### config.mk
export PLATFORM = sky130hd
export DESIGN_NAME = spi_req_exec
export DESIGN_NICKNAME = d
export VERILOG_FILES = /design/src/rtl/spi_flash_pkg.sv /design/src/rtl/spi_clk_gen.sv /design/src/rtl/spi_req_exec.sv
export SDC_FILE = /design/constraint.sdc
export NUM_CORES = 1
export LEC_CHECK = 0
export CORE_ASPECT_RATIO = 1.25
export CORE_UTILIZATION = 40
export DETAILED_ROUTE_END_ITERATION = 12
export DONT_BUFFER_PORTS = 1
export GPL_TIMING_DRIVEN = 0
export PLACE_DENSITY = 0.53
export SLEW_MARGIN = 25
export SYNTH_ARGS = -nofsm -noshare
export SYNTH_HDL_FRONTEND = slang
export SYNTH_SLANG_ARGS = --single-unit
### constraint.sdc
create_clock -name clk_i -period 5.3 [get_ports clk_i]
set_input_delay 0.53 -clock clk_i [delete_from_list [all_inputs] [get_ports clk_i]]
set_output_delay 0.53 -clock clk_i [all_outputs]
set_load 0.02 [all_outputs]
### src/rtl/spi_flash_pkg.sv
// Shared types and lane helpers for the SPI flash request executor.
package spi_flash_pkg;

  typedef enum logic [1:0] {
    LaneX1 = 2'd0,
    LaneX2 = 2'd1,
    LaneX4 = 2'd2
  } lane_e;

  typedef enum logic [2:0] {
    StIdle,
    StSetup,
    StShift,
    StHold,
    StGap
  } state_e;

  localparam logic [2:0] ReqCmdX1 = 3'b001;

  // Upper command bits are reserved; only the X1-override bit matters.
  function automatic lane_e decode_lane(input logic [1:0] mode, input logic [2:0] cmd);
    lane_e lane;
    unique case (mode)
      2'd1:    lane = LaneX2;
      2'd2:    lane = LaneX4;
      default: lane = LaneX1;
    endcase
    if ((cmd & ReqCmdX1) != 3'b000) lane = LaneX1;
    return lane;
  endfunction

  function automatic logic [3:0] lane_oe(input lane_e lane);
    unique case (lane)
      LaneX2:  return 4'b0011;
      LaneX4:  return 4'b1111;
      default: return 4'b0001;
    endcase
  endfunction

  // X1 reads come back on DQ1 (flash SO), wider modes use the low lanes.
  function automatic logic [3:0] rd_nibble(input lane_e lane, input logic [3:0] dq);
    unique case (lane)
      LaneX2:  return {2'b00, dq[1:0]};
      LaneX4:  return dq;
      default: return {3'b000, dq[1]};
    endcase
  endfunction

endpackage

### src/rtl/spi_clk_gen.sv
// SCLK divider: one period is ClkDiv low clocks then ClkDiv high clocks.
// A stalled period runs the same length but keeps SCLK low and suppresses strobes.
module spi_clk_gen #(
  parameter int unsigned ClkDiv = 2
) (
  input  logic clk_i,
  input  logic rst_i,
  input  logic run_i,
  input  logic stall_i,
  output logic sclk_o,
  output logic start_o,
  output logic rise_o,
  output logic fall_o
);

  localparam int unsigned CntW = (ClkDiv > 1) ? $clog2(ClkDiv) : 1;
  localparam logic [CntW-1:0] CntMax = CntW'(ClkDiv - 1);

  logic [CntW-1:0] cnt_q, cnt_d;
  logic            phase_q, phase_d;
  logic            hold_q, hold_d;
  logic            hold_eff, half_end;

  always_comb begin
    start_o  = run_i & ~phase_q & (cnt_q == '0);
    hold_eff = start_o ? stall_i : hold_q;
    half_end = (cnt_q == CntMax);
    rise_o   = run_i & ~phase_q & half_end & ~hold_eff;
    fall_o   = run_i & phase_q & half_end & ~hold_eff;
    sclk_o   = phase_q & ~hold_q;

    cnt_d   = cnt_q;
    phase_d = phase_q;
    hold_d  = hold_eff;
    if (!run_i) begin
      cnt_d   = '0;
      phase_d = 1'b0;
      hold_d  = 1'b0;
    end else if (half_end) begin
      cnt_d   = '0;
      phase_d = ~phase_q;
    end else begin
      cnt_d = cnt_q + 1'b1;
    end
  end

  always_ff @(posedge clk_i) begin
    if (rst_i) begin
      cnt_q   <= '0;
      phase_q <= 1'b0;
      hold_q  <= 1'b0;
    end else begin
      cnt_q   <= cnt_d;
      phase_q <= phase_d;
      hold_q  <= hold_d;
    end
  end

endmodule

### src/rtl/spi_req_exec.sv
// Executes one spi_req_inf request: CS# framing, mode-0 SCLK, write nibble streaming
// and read nibble capture, then enforces a minimum CS# high gap.
module spi_req_exec
  import spi_flash_pkg::*;
#(
  parameter int unsigned ClkDiv  = 2,
  parameter int unsigned CsSetup = 2,
  parameter int unsigned CsHold  = 2,
  parameter int unsigned CsGap   = 4
) (
  input  logic        clk_i,
  input  logic        rst_i,
  input  logic [1:0]  lane_mode_i,
  input  logic        request_i,
  input  logic [2:0]  req_cmd_i,
  input  logic [23:0] req_len_i,
  input  logic [23:0] req_wr_len_i,
  output logic        busy_o,
  output logic        clk_en_o,
  output logic        wr_ready_o,
  input  logic        wr_vld_i,
  input  logic [7:0]  wr_data_i,
  output logic [7:0]  rd_data_o,
  output logic        rd_vld_o,
  output logic        sclk_o,
  output logic        cs_n_o,
  output logic [3:0]  dq_out_o,
  output logic [3:0]  dq_oe_o,
  input  logic [3:0]  dq_in_i
);

  localparam int unsigned TmrW = 16;

  state_e          state_q, state_d;
  lane_e           lane_q, lane_d;
  logic [23:0]     len_q, len_d, wlen_q, wlen_d, nib_q, nib_d;
  logic [TmrW-1:0] tmr_q, tmr_d;
  logic [3:0]      wr_lo_q, wr_lo_d, rd_hi_q, rd_hi_d;
  logic            rd_half_q, rd_half_d, rd_vld_q, rd_vld_d;
  logic [7:0]      rd_data_q, rd_data_d;
  logic [3:0]      dq_out_q, dq_out_d, dq_oe_q, dq_oe_d;

  logic run, stall, start, rise, fall, need_wr, last_nib;
  logic [3:0] rd_nib;

  spi_clk_gen #(
    .ClkDiv (ClkDiv)
  ) u_clk_gen (
    .clk_i   (clk_i),
    .rst_i   (rst_i),
    .run_i   (run),
    .stall_i (stall),
    .sclk_o  (sclk_o),
    .start_o (start),
    .rise_o  (rise),
    .fall_o  (fall)
  );

  always_comb begin
    run      = (state_q == StShift);
    need_wr  = (nib_q < wlen_q);
    last_nib = (nib_q == len_q - 24'd1);
    rd_nib   = rd_nibble(lane_q, dq_in_i);
    // Byte slots start on even nibbles; a missing write byte freezes the whole period.
    clk_en_o = start & ~nib_q[0];
    stall    = clk_en_o & need_wr & ~wr_vld_i;

    state_d   = state_q;
    lane_d    = lane_q;
    len_d     = len_q;
    wlen_d    = wlen_q;
    nib_d     = nib_q;
    tmr_d     = tmr_q;
    wr_lo_d   = wr_lo_q;
    rd_hi_d   = rd_hi_q;
    rd_half_d = rd_half_q;
    rd_vld_d  = 1'b0;
    rd_data_d = rd_data_q;
    dq_out_d  = dq_out_q;
    dq_oe_d   = dq_oe_q;

    unique case (state_q)
      StIdle: begin
        if (request_i) begin
          lane_d    = decode_lane(lane_mode_i, req_cmd_i);
          len_d     = req_len_i;
          wlen_d    = (req_wr_len_i < req_len_i) ? req_wr_len_i : req_len_i;
          nib_d     = '0;
          rd_half_d = 1'b0;
          if (req_len_i == '0) begin
            state_d = StGap;
            tmr_d   = TmrW'(CsGap);
          end else begin
            state_d = StSetup;
            tmr_d   = TmrW'(CsSetup - 1);
          end
        end
      end
      StSetup: begin
        if (tmr_q == '0) state_d = StShift;
        else tmr_d = tmr_q - 1'b1;
      end
      StShift: begin
        if (start && !stall) begin
          if (need_wr) begin
            dq_out_d = nib_q[0] ? wr_lo_q : wr_data_i[7:4];
            if (!nib_q[0]) wr_lo_d = wr_data_i[3:0];
            dq_oe_d = lane_oe(lane_q);
          end else begin
            dq_out_d = '0;
            dq_oe_d  = '0;
          end
        end
        if (rise && !need_wr) begin
          if (rd_half_q) begin
            rd_data_d = {rd_hi_q, rd_nib};
            rd_vld_d  = 1'b1;
            rd_half_d = 1'b0;
          end else if (last_nib) begin
            rd_data_d = {rd_nib, 4'h0};
            rd_vld_d  = 1'b1;
          end else begin
            rd_hi_d   = rd_nib;
            rd_half_d = 1'b1;
          end
        end
        if (fall) begin
          if (last_nib) begin
            state_d = StHold;
            tmr_d   = TmrW'(CsHold - 1);
          end else begin
            nib_d = nib_q + 24'd1;
          end
        end
      end
      StHold: begin
        if (tmr_q == '0) begin
          state_d  = StGap;
          tmr_d    = TmrW'(CsGap - 1);
          dq_out_d = '0;
          dq_oe_d  = '0;
        end else begin
          tmr_d = tmr_q - 1'b1;
        end
      end
      StGap: begin
        if (tmr_q == '0) state_d = StIdle;
        else tmr_d = tmr_q - 1'b1;
      end
      default: state_d = StIdle;
    endcase
  end

  always_ff @(posedge clk_i) begin
    if (rst_i) begin
      state_q   <= StIdle;
      lane_q    <= LaneX1;
      len_q     <= '0;
      wlen_q    <= '0;
      nib_q     <= '0;
      tmr_q     <= '0;
      wr_lo_q   <= '0;
      rd_hi_q   <= '0;
      rd_half_q <= 1'b0;
      rd_vld_q  <= 1'b0;
      rd_data_q <= '0;
      dq_out_q  <= '0;
      dq_oe_q   <= '0;
    end else begin
      state_q   <= state_d;
      lane_q    <= lane_d;
      len_q     <= len_d;
      wlen_q    <= wlen_d;
      nib_q     <= nib_d;
      tmr_q     <= tmr_d;
      wr_lo_q   <= wr_lo_d;
      rd_hi_q   <= rd_hi_d;
      rd_half_q <= rd_half_d;
      rd_vld_q  <= rd_vld_d;
      rd_data_q <= rd_data_d;
      dq_out_q  <= dq_out_d;
      dq_oe_q   <= dq_oe_d;
    end
  end

  assign busy_o     = (state_q != StIdle);
  assign cs_n_o     = !((state_q == StSetup) || (state_q == StShift) || (state_q == StHold));
  assign wr_ready_o = ((state_q == StSetup) || (state_q == StShift)) && need_wr;
  assign rd_data_o  = rd_data_q;
  assign rd_vld_o   = rd_vld_q;
  assign dq_out_o   = dq_out_q;
  assign dq_oe_o    = dq_oe_q;

endmodule

==> results_dict.tcl, run 1 <==
set metrics [dict create \
    status "finished clean" \
    clk_pin_slew_worst_paths_ns 0.06 \
    reg2reg_depth 14 \
    ys_ff_latch 121 \
    crit_required_ns 5.60 \
    power_switching_mw 1.77 \
    slowest_stage "or4_1" \
    die-area_um2 20300 \
    ff_latch_area_um2 2420 \
    synth_area_per_cell_um2 7.70 \
    io-pin-count 91 \
    multi_input_comb_area_um2 4970 \
    max-cap-violations 0 \
    drc 0 \
    grt_pass1_wl_um 40200 \
    worstReg2RegEnd "nib_q[0]" \
    synthDominantCellAreaShare_pct 30.7 \
    fin_worst_skew_ns 0.0116 \
    placed_area_um2 8230 \
    area_growth_pct 11.8 \
    synth_nets 1146 \
    clk_latency_ns 0.43 \
    switching_share_pct 42.0 \
    numCtsBuffers 17 \
    vdd_ir_drop_max_v 0.000234 \
    dp_hpwl_um 18900 \
    synth_common_cells "dfxtp_1, a21oi_1, nand2_1, nor2_1, inv_1" \
    setup_viol 0 \
    num_vias 7595 \
    cp_common_cell "buf_2" \
    min-delay-start "req_len_i[7]" \
    p_per_area_nw_per_um2 477 \
    worstSetupStartpointType "flip-flop" \
    post_cts_buffers 0 \
    root_buffer "clkbuf_16" \
    synth.area.top_cells "dfxtp_1, ha_1, a21oi_1" \
    grt_usage_pct 25.3 \
    core_region_area_um2 19400 \
    ant_nets 0 \
    leakage_nw 3.32 \
    end_kind "flip-flop" \
    die-height_um 159 \
    tns_ns 0 \
    ys_warn_count 0 \
    yosysMostFrequentCell "dfxtp_1" \
    finalCritPeriodShare_pct 90.8 \
    synth_edf_count 0 \
    yosysSeqAreaShare_pct 30.7 \
    finalInstanceArea_um2 8830 \
    preCtsSetupSlack_ns 0.486 \
    drive_gt1_share_pct 5.20 \
    cts.hold.buffers_added 0 \
    cp_num_buf_inv 4 \
    fmax_mhz 208 \
    postSynthCellCount 1025 \
    die_w_um 128 \
    post_drt_wl_per_cell_um 18.6 \
    finalNetCount 1165 \
    num-fill-cells 2090 \
    cts.sinks 121 \
    grt_max_degree 17 \
    critPathTopFamily "simple AND/OR/NAND/NOR gates" \
    clock_path_buffers 2 \
    setup.worst_path.class "flip-flop to flip-flop" \
    seq_power_share_pct 28.7 \
    finalCriticalPeriod_ns 4.81 \
    synth.distinct_cells 67 \
    io_buffers 0 \
    cts_tree "done" \
    n_antenna_cell 0 \
    power.internal_mw 2.44 \
    vias_per_cell 5.75 \
    htreeDepth 4 \
    async_reset_ff_share_pct 0 \
    cp.arrival_ns 5.11 \
    antenna_found_initial 0 \
    whs_path_depth 2 \
    pwr-share-clk_pct 27.8 \
    num_rows 57 \
    overflow 0 \
    grt_pass1_vias 7322 \
    synth_top_flop_cell "dfxtp_1" \
    max_stage_delay_ns 0.60 \
    reg2reg_from "len_q[0]" \
    dr.first_iter.drc_count 533 \
    synth_top_area_cell "dfxtp_1" \
    fin_ws_ns 0.489 \
    slew_viol_final 0 \
    start_util_pct 40.7 \
    drt_pass1_iterations 5 \
    r2r_setup_slack_ns 0.49 \
    hold_end "len_q[7]" \
    wirelength_um 24600 \
    p_comb_share_pct 43.4 \
    hold_class "primary input to flip-flop" \
    worst_pin_slew_ns 1.00 \
    synth_area_um2 7900 \
    cts_resized 0 \
    slew_headroom_pct 32.9 \
    path_cells "inv_1 -> ha_1 -> or4b_1 -> clkbuf_1 -> or4_1 -> nor4b_1 -> o32ai_1 -> or4_4 -> nor4_4 -> a21o_1 -> buf_2 -> buf_2 -> mux2i_1 -> nor2_1" \
    hold_viol_final 0 \
    place.gp.congestion 0.899 \
    rsz0062_at_grt "no" \
    worstPathMaxFanout 10 \
]
==> through the flow <==
stage                     hold WS (ns)  util (%)  instances  power (mW)
after floorplan                  0.439         -       1025        2.58
after global placement           0.455      42.4       1290        3.03
after detailed placement         0.458      42.4       1290        3.03
after CTS                        0.219      45.5       1322        4.23
after global routing             0.234      45.5       1322        4.53
final                            0.238      45.5       1322        4.21
==> worst max-delay path by stage <==
stage,from,to,slack [ns],depth (start not counted)
2_1_floorplan,len_q[0],nib_q[0],1.33,14
3_3_place_gp,len_q[0],nib_q[0],0.50,14
3_5_place_dp,len_q[0],nib_q[0],0.49,14
4_1_cts,len_q[0],nib_q[0],0.49,14
5_1_grt,len_q[0],tmr_q[5],0.14,14
6_report,len_q[0],nib_q[0],0.49,14
==> cell type report <==
type	instances	area share [%]
Clock inverter	15	1.89
Tap cell	265	3.76
Clock buffer	17	4.82
Buffer	61	2.86
Inverter	69	2.93
Sequential cell	121	27.4
Multi-Input combinational cell	774	56.3
==> per-layer routing <==
metal	share of wire, %	global-route usage (%)	vias up
li1	-	-	3798
met1	48	34.6	3602
met2	46	40.2	172
met3	4.3	5.28	23
met4	1.5	6.58	0
met5	0	0	-
==> placed cells by master (no fill, tap or decap), types with 4 or more instances in the layout <==
cell	synthesis	routed
a211o_1	5	5
a211oi_1	33	33
a21o_1	20	20
a21oi_1	101	101
a22o_1	6	6
a31oi_1	8	8
and2_1	9	9
and3_1	7	7
and4_1	6	6
buf_1	4	4
buf_2	4	4
clkbuf_1	50	50
clkbuf_16	0	17
clkinv_4	0	5
dfxtp_1	121	121
ha_1	52	52
inv_1	69	69
inv_6	0	6
mux2_2	4	4
mux2i_1	14	14
nand2_1	101	101
nand2b_1	17	17
nand3_1	18	18
nand4_1	20	20
nor2_1	88	88
nor2b_1	4	4
nor3_1	41	41
nor4_1	18	17
nor4b_1	5	5
o211ai_1	8	8
o21ai_0	34	34
o221ai_1	24	24
o31ai_1	12	12
or2_2	4	4
or3_1	18	18
or4_1	20	20
xnor2_1	27	27
xor2_1	7	7
==> power groups by stage <==
| stage | Clock (mW) | Sequential, mW | Combinational [mW] |
|---|---|---|---|
| 2_1_floorplan | 0 | 1.19 | 1.39 |
| 3_3_place_gp | 0 | 1.23 | 1.80 |
| 3_5_place_dp | 0 | 1.23 | 1.81 |
| 4_1_cts | 1.20 | 1.21 | 1.82 |
| 5_1_grt | 1.25 | 1.23 | 2.05 |
| 6_report | 1.17 | 1.21 | 1.83 |
==> cell families (layout without fill, tap and decap cells) <==
logic type | count (synthesis) | after routing | synth area share [%]
simple gates | 389 | 389 | 25.2
xor+xnor | 34 | 34 | 3.77
fa+ha+maj | 52 | 52 | 8.24
buf+inv | 130 | 162 | 6.48
mux | 18 | 18 | 2.35
flops | 121 | 121 | 30.7
compound gates | 281 | 281 | 23.3
==> sequential cells by signal (all words and copies together), names as in the netlist <==
signal             flops
dq_oe_o                3
dq_out_o               4
lane_q                 2
len_q                 24
nib_q                 24
rd_data_o              8
rd_half_q              1
rd_hi_q                4
rd_vld_o               1
state_q                3
tmr_q                 16
u_clk_gen.cnt_q        1
u_clk_gen.hold_q       1
u_clk_gen.phase_q      1
wlen_q                24
wr_lo_q                4
Power figures use the tool's default switching activity.
==> inputs of run 2 (changes only) <==
--- a/config.mk
+++ b/config.mk
@@ -6,11 +6,12 @@
 export NUM_CORES = 1
 export LEC_CHECK = 0
 export CORE_ASPECT_RATIO = 1.25
-export CORE_UTILIZATION = 40
+export CORE_UTILIZATION = 45
 export DETAILED_ROUTE_END_ITERATION = 12
 export DONT_BUFFER_PORTS = 1
 export GPL_TIMING_DRIVEN = 0
-export PLACE_DENSITY = 0.53
+export HOLD_SLACK_MARGIN = 0.12
+export PLACE_DENSITY = 0.59
 export SLEW_MARGIN = 25
 export SYNTH_ARGS = -nofsm -noshare
 export SYNTH_HDL_FRONTEND = slang
==> run 2 against run 1 <==
Effect of this change: maximum frequency shrank 3.3%; critical path depth is the same; clock skew shrank 0.0016 ns; count of clock-buffer cells in the layout is the same; power shrank 0.83%.
==> results_dict.tcl, run 2 (same netlist as run 1, synthesis figures left out) <==
set metrics [dict create \
    grt_pass1_vias 7465 \
    io-pin-count 91 \
    num_vias 7663 \
    layout_common_cells "dfxtp_1, nand2_1, a21oi_1, nor2_1, inv_1" \
    startpoint "len_q[0]" \
    htreeDepth 4 \
    clk_latency_ns 0.43 \
    min-delay-start "req_len_i[0]" \
    grt_usage_pct 27.7 \
    hold_viol_final 0 \
    wirelength_um 24400 \
    reg2reg_from "len_q[0]" \
    max_stage_delay_ns 0.60 \
    vias_per_cell 6.00 \
    drc 0 \
    finalCritPeriodShare_pct 93.9 \
    clk_pin_slew_worst_paths_ns 0.06 \
    worstSetupStartpointType "flip-flop" \
    fmax_mhz 201 \
    die-area_um2 18100 \
    p_per_area_nw_per_um2 478 \
    fin_worst_skew_ns 0.00993 \
    drive_gt1_share_pct 5.20 \
    num_rows 53 \
    cp.arrival_ns 5.28 \
    largestRegisters "len_q x24, nib_q x24, wlen_q x24" \
    cp_common_cell "buf_2" \
    cts_resized 0 \
    end_kind "flip-flop" \
    post_drt_wl_per_cell_um 19.1 \
    finalCriticalPeriod_ns 4.98 \
    post_cts_buffers 0 \
    fin_cells 1277 \
    antenna_found_initial 0 \
    root_buffer "clkbuf_16" \
    grt_max_degree 17 \
    cts.sinks 121 \
    path_cells "inv_1 -> ha_1 -> or4b_1 -> clkbuf_1 -> or4_1 -> nor4b_1 -> o32ai_1 -> or4_4 -> nor4_4 -> a21o_1 -> buf_2 -> buf_2 -> mux2i_1 -> nor2_1" \
    num-fill-cells 1743 \
    hold_class "primary input to flip-flop" \
    slew_viol_final 0 \
    slowest_stage "or4_1" \
    core_region_area_um2 17000 \
    setup_viol 0 \
    slew_headroom_pct 35.7 \
    crit_required_ns 5.60 \
    tns_ns 0 \
    cts.hold.buffers_added 0 \
    ant_nets 0 \
    dp.cells 1245 \
    multi_input_comb_area_um2 4970 \
    io_buffers 0 \
    place.gp.congestion 0.856 \
    vdd_ir_drop_max_v 0.000318 \
    grt_pass1_wl_um 38700 \
    overflow 0 \
    leakage_nw 3.30 \
    ff_latch_area_um2 2420 \
    die-height_um 150 \
    n_antenna_cell 0 \
    worst_pin_slew_ns 0.959 \
    start_util_pct 46.5 \
    status "finished clean" \
    rsz0062_at_grt "no" \
    finalNetCount 1165 \
    setup.worst_path.class "flip-flop to flip-flop" \
    worstPathMaxFanout 10 \
    cts_tree "done" \
    final_common_cell "dfxtp_1" \
    max-cap-violations 0 \
    dr.first_iter.drc_count 477 \
    drt_pass1_iterations 5 \
    clock_path_buffers 2 \
    dp_hpwl_um 18700 \
    numCtsBuffers 17 \
    area_growth_pct 10.8 \
    die_w_um 120 \
]
==> run 2: critical path, delay by kind of cell, from the launching register on <==
family          cells  cell delay [ns]
mux                 1             0.21
buf+inv             4             0.85
simple gates        6             2.64
fa+ha+maj           1             0.25
flops               1             0.37
compound gates      2             0.51
==> run 2: per-layer routing <==
layer,vias up,GRT usage (%),routed length (µm)
met5,-,0,0
met4,0,9.69,542
met3,38,5.38,1150
met2,194,51.0,12500
met1,3626,31.7,10300
li1,3805,-,-
==> run 2: layout make-up <==
cell class                      count  share of cell area [%]
Multi-Input combinational cell    774                    56.8
Sequential cell                   121                    27.7
Clock buffer                       17                    4.86
Tap cell                          220                    3.15
Inverter                           69                    2.96
Buffer                             61                    2.89
Clock inverter                     15                    1.67
==> run 2: power breakdown <==
part | total (mW) | internal (mW) | switching (mW) | leakage (nW)
clock network | 1.15 | 0.628 | 0.518 | 0.279
logic | 1.82 | 0.664 | 1.15 | 2.04
registers | 1.22 | 1.08 | 0.140 | 0.986
total | 4.18 | 2.37 | 1.81 | 3.30
==> run 2: stage by stage <==
step	util, %	power [mW]	hold WS [ns]	setup slack, ns	cell area [µm²]
3_3_place_gp	48.1	3.01	0.469	0.382	8170
2_1_floorplan	-	2.58	0.439	1.33	7900
3_5_place_dp	48.1	3.03	0.464	0.384	8170
4_1_cts	51.5	4.18	0.231	0.357	8740
5_1_grt	51.5	4.46	0.237	0.0458	8750
6_report	51.5	4.18	0.233	0.322	8750
==> run 2: final timing paths <==
| path | end | slack [ns] | cells after the start |
|---|---|---|---|
| setup / recovery | nib_q[0] | 0.32 | 14 |
| hold / removal | len_q[0] | 0.23 | 2 |
| setup reg to reg | nib_q[0] | 0.32 | 14 |
| hold reg to reg | tmr_q[3] | 0.47 | 2 |
